$ cat src/rtl/vga_timing_pkg.sv
// Shared 640x480@60 VGA timing constants, used by the sync generator, the pixel
// renderer and the game logic so that they all agree on the frame geometry.
package vga_timing_pkg;

    localparam int COUNT_W = 10;
    typedef logic [COUNT_W-1:0] count_t;

    localparam int DEF_H_VISIBLE = 640;
    localparam int DEF_H_FRONT   = 16;
    localparam int DEF_H_SYNC    = 96;
    localparam int DEF_H_BACK    = 48;
    localparam int DEF_V_VISIBLE = 480;
    localparam int DEF_V_FRONT   = 10;
    localparam int DEF_V_SYNC    = 2;
    localparam int DEF_V_BACK    = 33;

    localparam int DEF_H_TOTAL = DEF_H_VISIBLE + DEF_H_FRONT + DEF_H_SYNC + DEF_H_BACK;
    localparam int DEF_V_TOTAL = DEF_V_VISIBLE + DEF_V_FRONT + DEF_V_SYNC + DEF_V_BACK;

    // Sync windows are half-open: [START, END)
    localparam int DEF_H_SYNC_START = DEF_H_VISIBLE + DEF_H_FRONT;
    localparam int DEF_H_SYNC_END   = DEF_H_SYNC_START + DEF_H_SYNC;
    localparam int DEF_V_SYNC_START = DEF_V_VISIBLE + DEF_V_FRONT;
    localparam int DEF_V_SYNC_END   = DEF_V_SYNC_START + DEF_V_SYNC;

    function automatic logic inRange(input count_t value, input int lo, input int hi);
        return (int'(value) >= lo) && (int'(value) < hi);
    endfunction

endpackage

$ cat src/rtl/vga_sync_gen_if.sv
// Pixel-strobe input and raster timing outputs of the VGA sync generator.
interface vga_sync_gen_if;
    import vga_timing_pkg::*;

    logic   PixelEnable;
    count_t HCount;
    count_t VCount;
    logic   HSync;
    logic   VSync;
    logic   Visible;
    logic   FrameTick;

    modport master (
        input  PixelEnable,
        output HCount,
        output VCount,
        output HSync,
        output VSync,
        output Visible,
        output FrameTick
    );

    modport slave (
        output PixelEnable,
        input  HCount,
        input  VCount,
        input  HSync,
        input  VSync,
        input  Visible,
        input  FrameTick
    );

endinterface

$ cat src/rtl/vga_axis_counter.sv
// One raster axis: wrap counter 0..TOTAL-1 with enable, carry-out on wrap and a
// registered [WIN_LO, WIN_HI) decode taken from the next count value.
module vga_axis_counter
    import vga_timing_pkg::*;
#(
    parameter int TOTAL  = DEF_H_TOTAL,
    parameter int WIN_LO = DEF_H_SYNC_START,
    parameter int WIN_HI = DEF_H_SYNC_END
) (
    input  logic   clk_i,
    input  logic   rst_i,
    input  logic   en_i,
    output count_t count_o,
    output count_t countNext_o,
    output logic   carry_o,
    output logic   inWindow_o
);

    localparam count_t LAST = count_t'(TOTAL - 1);

    count_t count_q, count_d;
    logic   inWindow_q, inWindow_d;
    logic   atLast;

    always_comb begin
        atLast     = (count_q == LAST);
        count_d    = count_q;
        if (en_i) begin
            count_d = atLast ? '0 : count_q + 1'b1;
        end
        inWindow_d = inRange(count_d, WIN_LO, WIN_HI);
    end

    // Window flag is decoded from count_d so it flips on the same edge as the count
    always_ff @(posedge clk_i) begin
        if (rst_i) begin
            count_q    <= '0;
            inWindow_q <= inRange('0, WIN_LO, WIN_HI);
        end else begin
            count_q    <= count_d;
            inWindow_q <= inWindow_d;
        end
    end

    assign count_o     = count_q;
    assign countNext_o = count_d;
    assign carry_o     = en_i && atLast;
    assign inWindow_o  = inWindow_q;

endmodule

$ cat src/rtl/vga_sync_gen.sv
// VGA raster timing generator: horizontal and vertical counters advanced by the
// pixel strobe, with registered sync/visible flags and a start-of-vblank tick.
module vga_sync_gen
    import vga_timing_pkg::*;
#(
    parameter int H_VISIBLE = DEF_H_VISIBLE,
    parameter int H_FRONT   = DEF_H_FRONT,
    parameter int H_SYNC    = DEF_H_SYNC,
    parameter int H_BACK    = DEF_H_BACK,
    parameter int V_VISIBLE = DEF_V_VISIBLE,
    parameter int V_FRONT   = DEF_V_FRONT,
    parameter int V_SYNC    = DEF_V_SYNC,
    parameter int V_BACK    = DEF_V_BACK
) (
    input  logic           MasterClock,
    input  logic           Reset,
    vga_sync_gen_if.master bus
);

    localparam int H_TOTAL      = H_VISIBLE + H_FRONT + H_SYNC + H_BACK;
    localparam int V_TOTAL      = V_VISIBLE + V_FRONT + V_SYNC + V_BACK;
    localparam int H_SYNC_START = H_VISIBLE + H_FRONT;
    localparam int H_SYNC_END   = H_SYNC_START + H_SYNC;
    localparam int V_SYNC_START = V_VISIBLE + V_FRONT;
    localparam int V_SYNC_END   = V_SYNC_START + V_SYNC;

    count_t hCount, hNext, vCount, vNext;
    logic   hCarry, unusedVCarry;
    logic   hSyncWin, vSyncWin;
    logic   visible_q, visible_d;
    logic   frameTick_q, frameTick_d;

    vga_axis_counter #(
        .TOTAL  (H_TOTAL),
        .WIN_LO (H_SYNC_START),
        .WIN_HI (H_SYNC_END)
    ) hAxis (
        .clk_i       (MasterClock),
        .rst_i       (Reset),
        .en_i        (bus.PixelEnable),
        .count_o     (hCount),
        .countNext_o (hNext),
        .carry_o     (hCarry),
        .inWindow_o  (hSyncWin)
    );

    // The vertical axis steps only when the horizontal axis wraps
    vga_axis_counter #(
        .TOTAL  (V_TOTAL),
        .WIN_LO (V_SYNC_START),
        .WIN_HI (V_SYNC_END)
    ) vAxis (
        .clk_i       (MasterClock),
        .rst_i       (Reset),
        .en_i        (hCarry),
        .count_o     (vCount),
        .countNext_o (vNext),
        .carry_o     (unusedVCarry),
        .inWindow_o  (vSyncWin)
    );

    always_comb begin
        visible_d   = inRange(hNext, 0, H_VISIBLE) && inRange(vNext, 0, V_VISIBLE);
        frameTick_d = hCarry && (int'(vNext) == V_VISIBLE);
    end

    // FrameTick is not held by a missing strobe: it lasts a single MasterClock cycle
    always_ff @(posedge MasterClock) begin
        if (Reset) begin
            visible_q   <= 1'b1;
            frameTick_q <= 1'b0;
        end else begin
            visible_q   <= visible_d;
            frameTick_q <= frameTick_d;
        end
    end

    assign bus.HCount    = hCount;
    assign bus.VCount    = vCount;
    assign bus.HSync     = ~hSyncWin;
    assign bus.VSync     = ~vSyncWin;
    assign bus.Visible   = visible_q;
    assign bus.FrameTick = frameTick_q;

endmodule

$ cat src/flat_wrapper.sv
// flat-port wrapper written by rule: the top's interface ports become plain ports
module vga_sync_gen_flat import vga_timing_pkg::*;
#(
    parameter int H_VISIBLE = DEF_H_VISIBLE,
    parameter int H_FRONT   = DEF_H_FRONT,
    parameter int H_SYNC    = DEF_H_SYNC,
    parameter int H_BACK    = DEF_H_BACK,
    parameter int V_VISIBLE = DEF_V_VISIBLE,
    parameter int V_FRONT   = DEF_V_FRONT,
    parameter int V_SYNC    = DEF_V_SYNC,
    parameter int V_BACK    = DEF_V_BACK
)
  (MasterClock, Reset, bus_PixelEnable, bus_HCount, bus_VCount, bus_HSync, bus_VSync, bus_Visible, bus_FrameTick);
  vga_sync_gen_if bus_i ();
  input  logic MasterClock;
  input  logic Reset;
  input wire logic [$bits(bus_i.PixelEnable)-1:0] bus_PixelEnable;
  output wire logic [$bits(bus_i.HCount)-1:0] bus_HCount;
  output wire logic [$bits(bus_i.VCount)-1:0] bus_VCount;
  output wire logic [$bits(bus_i.HSync)-1:0] bus_HSync;
  output wire logic [$bits(bus_i.VSync)-1:0] bus_VSync;
  output wire logic [$bits(bus_i.Visible)-1:0] bus_Visible;
  output wire logic [$bits(bus_i.FrameTick)-1:0] bus_FrameTick;
  assign bus_i.PixelEnable = bus_PixelEnable;
  assign bus_HCount = bus_i.HCount;
  assign bus_VCount = bus_i.VCount;
  assign bus_HSync = bus_i.HSync;
  assign bus_VSync = bus_i.VSync;
  assign bus_Visible = bus_i.Visible;
  assign bus_FrameTick = bus_i.FrameTick;
  vga_sync_gen #(.H_VISIBLE(H_VISIBLE), .H_FRONT(H_FRONT), .H_SYNC(H_SYNC), .H_BACK(H_BACK), .V_VISIBLE(V_VISIBLE), .V_FRONT(V_FRONT), .V_SYNC(V_SYNC), .V_BACK(V_BACK)) u_core (.MasterClock(MasterClock), .Reset(Reset), .bus(bus_i));
endmodule
$ cat config.mk
export PLATFORM = sky130hd
export DESIGN_NAME = vga_sync_gen_flat
export DESIGN_NICKNAME = d
export VERILOG_FILES = /design/src/rtl/vga_timing_pkg.sv /design/src/rtl/vga_sync_gen_if.sv /design/src/rtl/vga_axis_counter.sv /design/src/rtl/vga_sync_gen.sv /design/src/flat_wrapper.sv
export SDC_FILE = /design/constraint.sdc
export NUM_CORES = 1
export LEC_CHECK = 0
export ABC_AREA = 1
export ABC_CLOCK_PERIOD_IN_PS = 4050
export BUFFER_PORTS_ARGS = -buffer_cell sky130_fd_sc_hd__buf_4
export CORE_MARGIN = 1.5
export CORE_UTILIZATION = 57
export CTS_BUF_LIST = sky130_fd_sc_hd__clkbuf_8
export CTS_CLUSTER_DIAMETER = 60
export CTS_CLUSTER_SIZE = 8
export DETAILED_ROUTE_END_ITERATION = 8
export HOLD_SLACK_MARGIN = 0.15
export MAX_ROUTING_LAYER = met4
export PLACE_DENSITY_LB_ADDON = 0.2
export SYNTH_ARGS = -nofsm -noshare
export SYNTH_HDL_FRONTEND = slang
export SYNTH_SLANG_ARGS = --single-unit
$ cat constraint.sdc
create_clock -name MasterClock -period 4.05 [get_ports MasterClock]
set_input_delay 0.405 -clock MasterClock [delete_from_list [all_inputs] [get_ports MasterClock]]
set_output_delay 0.405 -clock MasterClock [all_outputs]
set_load 0.1 [all_outputs]
=== After elaboration in Yosys (flattened, before gate mapping) ===
Cells that the tools add are included.

* Bits in registers: 24
* Bits of input ports: 3
* Output and inout bits: 24

* Add/sub/neg operators: 2
* $lt $le $gt $ge: 6
* Eq/ne operators: 3
* Multiplexer cells: 4
* Bitwise operators: 2
* Reduce and logical (&&, ||, !) cells: 5

{| class="wikitable"
|+ Operators with widths
! kind !! count
|-
| 10-bit 2-to-1 mux || 4
|-
| 10-bit equality test, second input constant || 3
|-
| 10-bit by 1-bit adder with 10-bit output, second input constant || 2
|-
| 10-bit < comparator, second input constant || 2
|-
| 10-bit by 9-bit < comparator with 1-bit output, second input constant || 2
|-
| 10-bit >= comparator, second input constant || 1
|-
| 10-bit by 9-bit >= comparator with 1-bit output, second input constant || 1
|-
| 1-bit logical AND || 5
|-
| 1-bit inverter || 2
|}

=== Logic depth before layout (Yosys ltp) ===
* Depth after elaboration: 5
* Mapped depth: 14
* Gate-level depth less buffers: 14

=== Cells and area by module ===
A second synthesis with hierarchy kept.

* Cell total of the unflattened synthesis: 242
* Area, all modules: 1487.7 um^2

{| class="wikitable"
|+ By module, submodules not included
! module !! times used !! cells an instance !! area each (um^2) !! seq. area each (um^2)
|-
| vga_axis_counter at u_core.vAxis || 1 || 114 || 723.2 || 220.2
|-
| vga_axis_counter at u_core.hAxis || 1 || 107 || 646.9 || 220.2
|-
| vga_sync_gen || 1 || 21 || 117.6 || 40.0
|}

=== Worst setup path after synthesis ===
No wires, ideal clock.

* Kind: reg2reg
* Start point: register u_core.hAxis.count_q[0], in the netlist u_core.hAxis.count_o[0]
* End point: register u_core.visible_q, in the netlist u_core.bus.Visible
* Library setup time: 0.114 ns
* Data arrival time: 2.258 ns
* Data required time: 3.936 ns
* Setup slack: 1.677 ns
* Cell stages (with the launch flop): 12
* Clock period less this slack: 2.373 ns
* Path through: dfxtp_1 > ha_1 > nand2_2 > nor2_2 > nand4_2 > buf_6 > o21ai_2 > nand2_1 > nor2_1 > nand2_1 > nand3_1 > nand2_1

* Word-level cells in the longest chain between the ends: 5
* Elaborated cells between the ends (all ways): 9
* Classes of those cells: 1 x add/sub; 2 x order compare; 1 x eq/ne; 3 x mux; 2 x reduce/logical

{| class="wikitable"
|+ Ends and longest elaborated chain
! item !! RTL line !! source
|-
| start, declared || vga_axis_counter.sv:21 || <nowiki>count_t count_q, count_d;</nowiki>
|-
| start signal, assigned || vga_axis_counter.sv:40 || <nowiki>count_q <= count_d;</nowiki>
|-
| 10-bit by 1-bit adder with 10-bit output or 10-bit equality test (tied branches) || vga_axis_counter.sv:29, vga_axis_counter.sv:26 ||
|-
| 10-bit 2-to-1 mux or 1-bit logical AND (tied branches) || vga_axis_counter.sv:29, vga_axis_counter.sv:47 ||
|-
| 10-bit 2-to-1 mux || vga_axis_counter.sv:28 || <nowiki>if (en_i) begin</nowiki>
|-
| 10-bit < comparator or 10-bit by 9-bit < comparator with 1-bit output (tied branches) || vga_timing_pkg.sv:27 || <nowiki>return (int'(value) >= lo) && (int'(value) < hi);</nowiki>
|-
| 1-bit logical AND (*) || vga_sync_gen.sv:63 || <nowiki>visible_d = inRange(hNext, 0, H_VISIBLE) && inRange(vNext, 0, V_VISIBLE);</nowiki>
|-
| end signal, assigned || vga_sync_gen.sv:73 || <nowiki>visible_q <= visible_d;</nowiki>
|-
| end, declared || vga_sync_gen.sv:30 || <nowiki>logic visible_q, visible_d;</nowiki>
|}

Every way passes the cells marked *; elsewhere a longest branch is shown, timed or not.
A chain may end at the register's enable or synchronous reset.

=== Final worst setup path ===
* Start point: register u_core.hAxis.count_q[0], in the netlist u_core.hAxis.count_o[0]
* End point: register u_core.frameTick_q, in the netlist u_core.bus.FrameTick

* Word-level cells in the longest chain between the ends: 5

{| class="wikitable"
|+ Ends and longest elaborated chain
! item !! RTL line !! source
|-
| 10-bit equality test (*) || vga_axis_counter.sv:26 || <nowiki>atLast = (count_q == LAST);</nowiki>
|-
| 1-bit logical AND (*) || vga_axis_counter.sv:47 || <nowiki>assign carry_o = en_i && atLast;</nowiki>
|-
| 10-bit 2-to-1 mux || vga_axis_counter.sv:28 ||
|-
| 10-bit equality test || vga_sync_gen.sv:64 || <nowiki>frameTick_d = hCarry && (int'(vNext) == V_VISIBLE);</nowiki>
|-
| 1-bit logical AND (*) || vga_sync_gen.sv:64 ||
|-
| end signal, assigned || vga_sync_gen.sv:74 || <nowiki>frameTick_q <= frameTick_d;</nowiki>
|-
| end, declared || vga_sync_gen.sv:31 || <nowiki>logic frameTick_q, frameTick_d;</nowiki>
|}

Marks and branches as above.

==> run summary <==
• 62.4% — initial cell density of the core
• 4.25 ns — required time worst endpoint
• 3400 um — Detailed Route WL
• 257 nW/um2 — total power density per cell area
• 15.2% — layout cells sized above 1
• 6.15 um2 — post-synthesis area per instance
• 281 — Inst Count DP
• 46.3% — share of the clock period used by the worst path after layout
• 1420 um2 — Synth Cell Area
• 0% — proportion of synthesized flip-flops having asynchronous set or reset
• 0 — final hold violations
• simple AND/OR/NAND/NOR gates — cell class contributing the biggest share of worst-path delay
• 2800 um2 — die area
• 1494 — overall via count from detail_route
• 0 — buffers inserted by post-CTS timing repair
• 24 — Num Clock Sinks
• 52.9 um — Die H
• false — setup repair after global routing missed its margin
• 75.3% — Slew headroom
• 0.00481 ns — worst-case clock skew
• 0.534 GHz — upper clock frequency limit
• 2.08 ns — worst path arrival time
• 0.27 ns — latest clock arrival within the worst-skew pair
• 0 — Diodes inserted
• dfxtp_1 — most area-hungry cell type in the Yosys netlist
• 6.6% — part of the total power dissipated in combinational logic
• 204 — filler cell count in the final layout
• done — CTS tree
• 27 — IO Count
• 1.87 ns — final critical-path required period
• 0 — count of unresolved DRC violations after routing
• 1 — combined buffer and inverter count along the critical path
• 28.2% — total global-route track usage
• 3 — number of buffers created by CTS
• 2280 um2 — area of the core
• dfxtp_1, nand2_1, nor2_1 — Synth area leaders
• 5.24 — Via density
• 55.5% — sequential fraction of design power
• 11.9 um — average detailed-routed wire length per instance
• ha_1 > inv_1 > nor2_1 > nand2_1 > nor2_1 > nand2_1 > a21oi_1 > nand2_1 > a21oi_1 > nand4_1 > nor2_1 — sequence of cells on the critical path
• 0 — max cap viols
• 1 — number of H-tree branching levels
• flip-flop — category of the worst setup path capture point
• reg2reg — category of the critical setup timing path
• 6 — critical-path maximum fanout
• 26 — number of port buffers
• 0.09 ns — register clock-pin slew on the reported worst setup and hold paths
• 0 — EDFF count, synth
• 264 — Post-layout nets
• 18.2% — Area growth syn-to-layout
• dfxtp_1 — highest-delay cell along the critical path
• 0 — number of antenna violations at the first check in global routing
• 0 — Final ANT Viol Nets
• 17 — Row Count
• 0.366 ns — measured slew at the worst slew-check pin
• 2 — maximum count of clock buffers along a single path
• flip-flop — startpoint types
• dfxtp_1 — predominant post-synthesis flop cell
• 101 uW — net switching power figure
• 1253 — via count of the first global-routing pass
• 0 ns — accumulated negative setup slack
• 0.218 mV — maximum ir drop on the vdd rail
• 2450 um — half-perimeter wire length of the detailed placement result
• 18 — pin count of the biggest net entering global routing
• 330 uW — internal power
• 33.8% — sequential cell area fraction in the yosys report
• 0.920 — Final Wtd Congestion
• 24 — number of unique standard cell types used by synthesis
• 0.789 nW — leakage power summed over all cells
• 4 — number of search-and-repair iterations in the first detailed-routing pass
• in2reg — path class of the lowest-slack min-delay path
• 0 — number of buffers inserted by hold repair at cts
• completed — status
• 0 — number of resized instances in the post-cts repair step
• 0 — warning count from the yosys run
• 5600 um — first-pass GRT wire length
• 0 — Final Setup Violations
• clkbuf_8 — clock root buffer
• 52 — initial drt markers
• 37.9% — power share of the clock group
• 0.40 ns — Crit path largest cell delay
• 23.5% — switching part of the total power
• 237 — total nets after synthesis
• 285 — number of standard cells in the final layout excluding fillers
• 231 — number of standard cells after synthesis
• 33.8% — share of Yosys cell area claimed by the top area cell type
• 52.9 um — Die Wd
• 24 — register bit total from synthesis
• 0 — global-route congestion overflow total
• 0 — final count of pins violating max slew
[worst register-to-register path, cell delays in order (launching register included)]
cell and delay, ns:
dfxtp_1 0.40, ha_1 0.23, inv_1 0.05, nor2_1 0.08, nand2_1 0.05, nor2_1 0.12, nand2_1 0.18, a21oi_1 0.28
nand2_1 0.09, a21oi_1 0.12, nand4_1 0.09, nor2_1 0.11
[per-layer routing]
layer / wire length, um / track usage, % / share of wire [%]
met3: 263 / 3.39 / 7.7
met1: 1560 / 38.8 / 46
met5: 0 / - / 0
met2: 1550 / 43.3 / 46
met4: 33 / 8.97 / 0.97
[registers in the layout, summed over array words and instances (netlist names)]
register / flops
u_core.bus.Visible: 1
u_core.vAxis.inWindow_o: 1
u_core.hAxis.inWindow_o: 1
u_core.bus.FrameTick: 1
u_core.vAxis.count_o: 10
u_core.hAxis.count_o: 10
[cell usage after synthesis, types with 2 or more instances]
| cell | count |
|---|---|
| clkbuf_1 | 2 |
| nor3_1 | 6 |
| nand3_1 | 17 |
| xor2_1 | 5 |
| nor2_2 | 3 |
| ha_1 | 3 |
| a21oi_1 | 6 |
| nand2_2 | 2 |
| nand4_1 | 4 |
| nor2_1 | 51 |
| dfxtp_1 | 24 |
| inv_2 | 2 |
| nand2_1 | 59 |
| o21ai_0 | 5 |
| nand3b_1 | 2 |
| inv_1 | 32 |
[placed cells by master (no fill, tap or decap), types with 5 or more instances in the layout]
cell     netlist  routed
nor2_1        51      51
buf_4          1      26
nand2_1       59      59
xor2_1         5       5
a21oi_1        6       6
inv_1         32      32
nand3_1       17      17
dfxtp_1       24      24
o21ai_0        5       5
nor3_1         6       6
[power groups by stage]
stage          logic [mW]  clock network [mW]  registers, mW
2_1_floorplan     0.00986                   0          0.258
3_3_place_gp       0.0285                   0          0.245
3_5_place_dp       0.0287                   0          0.245
4_1_cts            0.0285               0.167          0.240
5_1_grt            0.0311               0.176          0.240
6_report           0.0287               0.163          0.240
[stage by stage]
| step | setup WS (ns) | hold WS, ns | instance area (um2) | power (mW) | util [%] |
|---|---|---|---|---|---|
| after detailed placement | 2.21 | 0.515 | 1620 | 0.274 | 71.4 |
| after floorplan | 1.68 | 0.686 | 1420 | 0.268 | - |
| after global placement | 2.29 | 0.493 | 1620 | 0.274 | 71.4 |
| final | 2.18 | 0.448 | 1680 | 0.432 | 73.8 |
| after global routing | 1.93 | 0.454 | 1680 | 0.447 | 73.8 |
| after CTS | 2.18 | 0.438 | 1680 | 0.435 | 73.8 |
[cell families (layout without fill, tap and decap cells)]
group,count (synthesis),after routing,share of synthesized area [%]
XOR/XNOR,6,6,3.70
buffers and inverters,38,64,10.8
adder cells (fa/ha/maj),3,3,2.64
AND/OR/NAND/NOR,145,145,43.1
AO/OA/AOI/OAI,15,15,5.90
flip-flops,24,24,33.8
[final cells by class]
class	count	area, um2	area share (%)
clock buffer	4	55.1	3.28
inverter	34	128	7.60
multi-input combinational	169	786	46.8
sequential	24	480	28.6
tap	28	35.0	2.09
timing repair buffer	26	195	11.6
[worst paths after layout]
path,startpoint,end,slack (ns),depth (start not counted)
setup reg to reg,u_core.hAxis.count_o[0]$_SDFF_PP0_,u_core.bus.FrameTick$_SDFF_PP0_,2.18,11
setup / recovery,u_core.hAxis.count_o[0]$_SDFF_PP0_,u_core.bus.FrameTick$_SDFF_PP0_,2.18,11
hold reg to reg,u_core.hAxis.count_o[1]$_SDFF_PP0_,u_core.hAxis.count_o[1]$_SDFF_PP0_,0.52,2
hold / removal,Reset,u_core.hAxis.count_o[7]$_SDFF_PP0_,0.45,2
No activity file was read; power rests on OpenSTA's default activity.
